===== config.mk =====
export PLATFORM = sky130hd
export DESIGN_NAME = branch_resolver
export DESIGN_NICKNAME = d
export VERILOG_FILES = /design/src/rtl/brr_pkg.sv /design/src/rtl/brr_queue.sv /design/src/rtl/branch_resolver.sv
export SDC_FILE = /design/constraint.sdc
export NUM_CORES = 1
export LEC_CHECK = 0
export ABC_CLOCK_PERIOD_IN_PS = 11400
export BUFFER_PORTS_ARGS = -buffer_cell sky130_fd_sc_hd__buf_2
export CAP_MARGIN = 20
export CORE_ASPECT_RATIO = 0.75
export CORE_MARGIN = 2
export CORE_UTILIZATION = 50
export CTS_CLUSTER_SIZE = 24
export DETAILED_ROUTE_END_ITERATION = 12
export PLACE_DENSITY = 0.74
export SLEW_MARGIN = 30
export SYNTH_ARGS = -nofsm -noshare
export SYNTH_HDL_FRONTEND = slang
export SYNTH_SLANG_ARGS = --single-unit
export TNS_END_PERCENT = 10

===== constraint.sdc =====
create_clock -name brr_clock_in -period 11.4 [get_ports brr_clock_in]
set_clock_uncertainty 0.05 [all_clocks]
set_input_delay 2.85 -clock brr_clock_in [delete_from_list [all_inputs] [get_ports brr_clock_in]]
set_output_delay 2.85 -clock brr_clock_in [all_outputs]
set_load 0.05 [all_outputs]

===== src/rtl/brr_pkg.sv =====
// brr_pkg: shared types for the branch resolver.
// Queue entry, FSM state and PC step.
package brr_pkg;

   typedef struct packed {
      logic        taken;
      logic [31:0] pc;
      logic [31:0] target;
   } brr_entry_t;

   typedef enum logic {
      RUN   = 1'b0,
      FLUSH = 1'b1
   } brr_state_t;

   localparam int INSN_BYTES = 4;

endpackage


===== src/rtl/brr_queue.sv =====
// brr_queue: circular in-order FIFO of predictions.
// Clear wins over push/pop; full is registered.
module brr_queue
   import brr_pkg::*;
#(
   parameter int DEPTH = 4
) (
   input  logic       clk,
   input  logic       rst_n,
   input  logic       push,
   input  brr_entry_t push_entry,
   input  logic       pop,
   input  logic       clear,
   output brr_entry_t head,
   output logic       full,
   output logic       empty
);

   localparam int PW = $clog2(DEPTH);
   localparam int CW = $clog2(DEPTH + 1);

   brr_entry_t        mem [DEPTH];
   logic [PW-1:0]     head_ptr;
   logic [PW-1:0]     tail_ptr;
   logic [CW-1:0]     count;
   logic [CW-1:0]     count_nxt;

   assign head  = mem[head_ptr];
   assign empty = (count == '0);

   // occupancy after this edge; push and pop together cancel
   always_comb begin
      count_nxt = count + CW'(push) - CW'(pop);
   end

   // entry storage, no reset needed
   always_ff @(posedge clk) begin
      if (push && !clear) begin
         mem[tail_ptr] <= push_entry;
      end
   end

   // pointers, occupancy and full flag
   always_ff @(posedge clk or negedge rst_n) begin
      if (!rst_n) begin
         head_ptr <= '0;
         tail_ptr <= '0;
         count    <= '0;
         full     <= 1'b0;
      end else if (clear) begin
         head_ptr <= '0;
         tail_ptr <= '0;
         count    <= '0;
         full     <= 1'b0;
      end else begin
         if (push) tail_ptr <= tail_ptr + 1'b1;
         if (pop)  head_ptr <= head_ptr + 1'b1;
         count <= count_nxt;
         full  <= (count_nxt == CW'(DEPTH));
      end
   end

endmodule


===== src/rtl/branch_resolver.sv =====
// branch_resolver: checks fetch predictions against execute.
// Drives predictor feedback, flush/redirect and a miss counter.
module branch_resolver
   import brr_pkg::*;
#(
   parameter int DEPTH  = 4,
   parameter int INDX_W = 10,
   parameter int CNT_W  = 16
) (
   input  logic              brr_clock_in,
   input  logic              brr_reset_in,
   input  logic              brr_push_in,
   input  logic              brr_push_taken_in,
   input  logic [31:0]       brr_push_pc_in,
   input  logic [31:0]       brr_push_target_in,
   output logic              brr_full_out,
   input  logic              brr_res_valid_in,
   input  logic              brr_res_taken_in,
   input  logic [31:0]       brr_res_target_in,
   output logic              brr_fb_we_out,
   output logic              brr_fb_taken_out,
   output logic [INDX_W-1:0] brr_fb_indx_out,
   output logic              brr_flush_out,
   output logic [31:0]       brr_redirect_pc_out,
   output logic [CNT_W-1:0]  brr_mispred_count_out
);

   brr_state_t state;
   brr_state_t state_nxt;
   brr_entry_t head;
   brr_entry_t push_entry;
   logic       q_full;
   logic       q_empty;
   logic       run;
   logic       res_ok;
   logic       mis;
   logic       push_ok;
   logic [31:0] corr_pc;

   assign run = (state == RUN);

   // resolve and mispredict decision against the queue head
   always_comb begin
      res_ok  = brr_res_valid_in & run & ~q_empty;
      mis     = res_ok &
                ((head.taken ^ brr_res_taken_in) |
                 (head.taken & brr_res_taken_in &
                  (head.target != brr_res_target_in)));
      push_ok = brr_push_in & run & (~q_full | res_ok) & ~mis;
      corr_pc = brr_res_taken_in ? brr_res_target_in
                                 : head.pc + 32'(INSN_BYTES);
   end

   assign push_entry = '{taken:  brr_push_taken_in,
                         pc:     brr_push_pc_in,
                         target: brr_push_target_in};

   brr_queue #(
      .DEPTH(DEPTH)
   ) u_queue (
      .clk        (brr_clock_in),
      .rst_n      (brr_reset_in),
      .push       (push_ok),
      .push_entry (push_entry),
      .pop        (res_ok),
      .clear      (mis),
      .head       (head),
      .full       (q_full),
      .empty      (q_empty)
   );

   assign brr_full_out = q_full;

   // FLUSH lasts exactly one cycle after a mispredict
   always_comb begin
      state_nxt = state;
      unique case (state)
         RUN:     if (mis) state_nxt = FLUSH;
         FLUSH:   state_nxt = RUN;
         default: state_nxt = RUN;
      endcase
   end

   // state register
   always_ff @(posedge brr_clock_in or negedge brr_reset_in) begin
      if (!brr_reset_in) state <= RUN;
      else               state <= state_nxt;
   end

   // registered feedback, flush, redirect and saturating counter
   always_ff @(posedge brr_clock_in or negedge brr_reset_in) begin
      if (!brr_reset_in) begin
         brr_fb_we_out         <= 1'b0;
         brr_fb_taken_out      <= 1'b0;
         brr_fb_indx_out       <= '0;
         brr_flush_out         <= 1'b0;
         brr_redirect_pc_out   <= '0;
         brr_mispred_count_out <= '0;
      end else begin
         brr_fb_we_out    <= res_ok;
         brr_fb_taken_out <= res_ok & brr_res_taken_in;
         brr_fb_indx_out  <= res_ok ? head.pc[INDX_W-1:0] : '0;
         brr_flush_out    <= mis;
         brr_redirect_pc_out <= mis ? corr_pc : '0;
         if (mis && (brr_mispred_count_out != '1)) begin
            brr_mispred_count_out <= brr_mispred_count_out + 1'b1;
         end
      end
   end

endmodule

==> run_results.csv <==
group,metric,value,unit
status,status,"completed",
detailed_routing,drc,0,
detailed_routing,vias,7217,
floorplanning,fp.dieH,145.1,um
finish,area_delta_synth_final,17.44,%
logic_synthesis,ys_async_sr_fraction,21.21,%
floorplanning,rows,51,
grt,grt_max_degree,71,
job,cap_violations,0,
clock_tree,post-cts-setup-buffers,0,
floorplanning,start_util,50.96,%
logic_synthesis,synth_seq_area_share,72.05,%
worst_setup_path,worstPathMaxFanout,37,
power_and_ir_drop,p_leak,5.736,nW
hold_path,hp-class,"register to register",
grt,overflow,0,
worst_setup_path,end_kind,"register",
detailed_routing,drt_iter0_markers,575,
worst_setup_path,max_stage_delay,0.82,ns
clock_tree,root_buffer,"clkbuf_16",
sta,finalSetupTns,0,ns
clock_tree,clk_latency,0.50,ns
power_and_ir_drop,power_density,256.2,nW/um2
finish,fin_nets,1035,
clock_tree,path_clk_slew,0.06,ns
clock_tree,htree_num_levels,2,
placement,gp_congestion,0.8096,
worst_setup_path,critical_path_required,11.49,ns
sta,holdWs,0.4405,ns
worst_setup_path,arrival,5.85,ns
logic_synthesis,synth_cells,744,
logic_synthesis,synth_area,13270,um2
sta,finalCritPeriodShare,50.54,%
power_and_ir_drop,ir_worst_vdd,0.0001904,V
worst_setup_path,cp-start-kind,"primary input",
logic_synthesis,yosysUniqueCellTypes,42,
floorplanning,io_pins,164,
logic_synthesis,synth_nets,856,
sta,slew_viol_final,0,
sta,fin_crit,5.761,ns
detailed_routing,antenna_left,0,
finish,drive_gt1_share,31.19,%
sta,rsz0062_at_grt,"no",
clock_tree,clockBufferDepth,3,
sta,worst_pin_slew,0.9838,ns
detailed_routing,vias_per_cell,5.556,
logic_synthesis,synth-seq-cells,330,
worst_setup_path,crit_chain,"buf_2 > xnor2_1 > nand4_1 > nor4_1 > a21boi_1 > o21a_2 > nand2b_1 > nor2_4 > buf_4",
grt,track_usage,21.41,%
clock_tree,clock_sinks,330,
sta,finalSetupViolCount,0,
logic_synthesis,avgSynthCellArea,17.83,um2
floorplanning,core,26040,um2
sta,relSlewSlack,34.41,%
grt,grt_pass1_wl,43.82,mm
grt,antenna_found_initial,12,
detailed_routing,drtPass1Iterations,5,
grt,grt_pass1_vias,7240,
floorplanning,dieArea,27870,um2
detailed_routing,wirelength,29.24,mm
logic_synthesis,ys.flop_type,"edfxtp_1",
sta,hold_viol_final,0,
floorplanning,die_x,192.1,um
sta,max_clock_freq,0.1736,GHz
placement,portBuffers,163,
clock_tree,cts_hold_buf,0,
logic_synthesis,synth_edf_count,260,
clock_tree,cts_resized,0,
clock_tree,cts_tree,"yes",
logic_synthesis,synth_warnings,0,
detailed_routing,routedWlPerCell,22.51,um
worst_setup_path,crit_type,"primary input to register",
placement,dp_hpwl,19.43,mm
clock_tree,cts_made_buffers,34,
worst_setup_path,crit_slowest_cell,"nor2_4",
-- critical path, delay by kind of cell --
family          cells  cell delay, ns
simple gates        4            1.54
buf+inv             2            0.74
xor+xnor            1            0.27
compound gates      2            0.40
-- metrics by stage --
| stage | setup slack (ns) | util, % | cell area (um2) | std cells | power, mW |
|---|---|---|---|---|---|
| finish | 5.639 | 59.85 | 15580 | 1299 | 3.993 |
| global route | 5.375 | 59.82 | 15570 | 1296 | 4.179 |
| CTS | 5.646 | 59.65 | 15530 | 1292 | 4.026 |
| detailed placement | 5.109 | 55.47 | 14440 | 1230 | 2.951 |
| global placement | 5.213 | 55.47 | 14440 | 1230 | 2.929 |
| floorplan | 4.133 | - | 13270 | 744 | 2.605 |
-- cell usage after synthesis, types with 2 or more instances --
cell	n	area share (%)
nor2b_1	6	0.28
and2_1	32	1.5
mux4_2	64	11
buf_4	2	0.11
mux2i_1	4	0.30
xor2_1	18	1.2
xnor2_1	58	3.8
a21oi_1	12	0.45
nor2_1	19	0.54
clkbuf_1	10	0.28
o31ai_1	2	0.11
dfrtp_1	70	13
nand3_1	17	0.64
buf_2	7	0.26
and3_1	12	0.57
buf_6	6	0.51
ha_1	9	0.85
o211a_1	2	0.15
and4_1	3	0.20
inv_1	18	0.51
nand4_1	18	0.85
o21ai_0	31	1.2
edfxtp_1	260	59
nor4_1	2	0.094
nand2b_1	3	0.14
o21a_1	3	0.17
nor3_1	2	0.075
nand2_1	37	1.0
buf_1	4	0.11
-- power by group --
part | switching (mW) | total [mW] | internal [mW]
clock | 0.433 | 1.07 | 0.637
combinational | 0.796 | 1.27 | 0.472
sequential | 0.106 | 1.65 | 1.55
total | 1.33 | 3.99 | 2.66
-- cells by family after synthesis --
kind of cell	Yosys count	share of synthesized area (%)
AOI/OAI and AO/OA	52	2.178
DFF	330	72.05
buffers and inverters	48	1.820
adders and majority gates	10	0.9996
xor gates and xnor gates	76	5.017
and+or+nand+nor	157	6.488
muxes	71	11.45
-- flip-flops by register name, summed over array words and instances (netlist names) --
| name | flops |
|---|---|
| u_queue.mem | 260 |
| brr_redirect_pc_out | 32 |
| brr_mispred_count_out | 16 |
| brr_fb_indx_out | 10 |
| u_queue.count | 3 |
| u_queue.head_ptr | 2 |
| u_queue.tail_ptr | 2 |
| brr_fb_taken_out | 1 |
| brr_fb_we_out | 1 |
| brr_flush_out | 1 |
| state | 1 |
| u_queue.full | 1 |
-- layout by cell type, fill, tap and decap left out, types with 2 or more instances in the layout --
cell and n:
nor3_1 2, edfxtp_1 260, mux4_2 64, ha_1 9, nor2_1 15, dfrtp_1 68, nand4_1 18, o21ai_0 31
nand2_1 37, nand3_1 17, o211a_1 2, clkinv_1 5, nor2_4 4, and3_1 12, xnor2_1 58, buf_2 162
buf_4 7, o31ai_1 2, diode_2 6, and4_1 3, and2_1 32, mux2i_1 4, buf_6 2, nor4_1 2
clkbuf_1 12, inv_1 18, clkinv_2 4, xor2_1 18, a21oi_1 12, clkbuf_16 38, nand2b_1 3, nor2b_1 6
o21a_1 2
-- per-layer routing --
layer	part of all wire, %	wire length, um	global-route usage [%]
met2	45	13150	31.28
met1	44	12960	31.03
met4	2.7	785	7.672
met3	7.8	2271	6.023
met5	0.26	76	0
-- worst paths after layout --
kind	endpoint	slack, ns	startpoint	cells after the start
setup reg to reg	u_queue.mem[3][63]$_DFFE_PP_	5.91	u_queue.head_ptr[0]$_DFFE_PN0P_	10
hold / removal	brr_mispred_count_out[5]$_DFFE_PN0P_	0.44	brr_mispred_count_out[5]$_DFFE_PN0P_	1
hold reg to reg	brr_mispred_count_out[5]$_DFFE_PN0P_	0.44	brr_mispred_count_out[5]$_DFFE_PN0P_	1
min in group asynchronous	brr_mispred_count_out[5]$_DFFE_PN0P_	2.29	brr_reset_in	1
setup / recovery	u_queue.mem[3][63]$_DFFE_PP_	5.64	brr_res_target_in[2]	9
max in group asynchronous	u_queue.head_ptr[0]$_DFFE_PN0P_	8.47	brr_reset_in	1
-- area by class of cell --
| class | count | area (um2) |
|---|---|---|
| tap | 344 | 430.4 |
| timing repair buffer | 172 | 913.4 |
| fill | 1893 | 10450 |
| clock inverter | 11 | 78.83 |
| antenna | 6 | 15.01 |
| sequential | 330 | 9564 |
| inverter | 19 | 71.32 |
| clock buffer | 51 | 1010 |
| multi-input combinational | 366 | 3498 |
(Power assumes the default switching activity.)
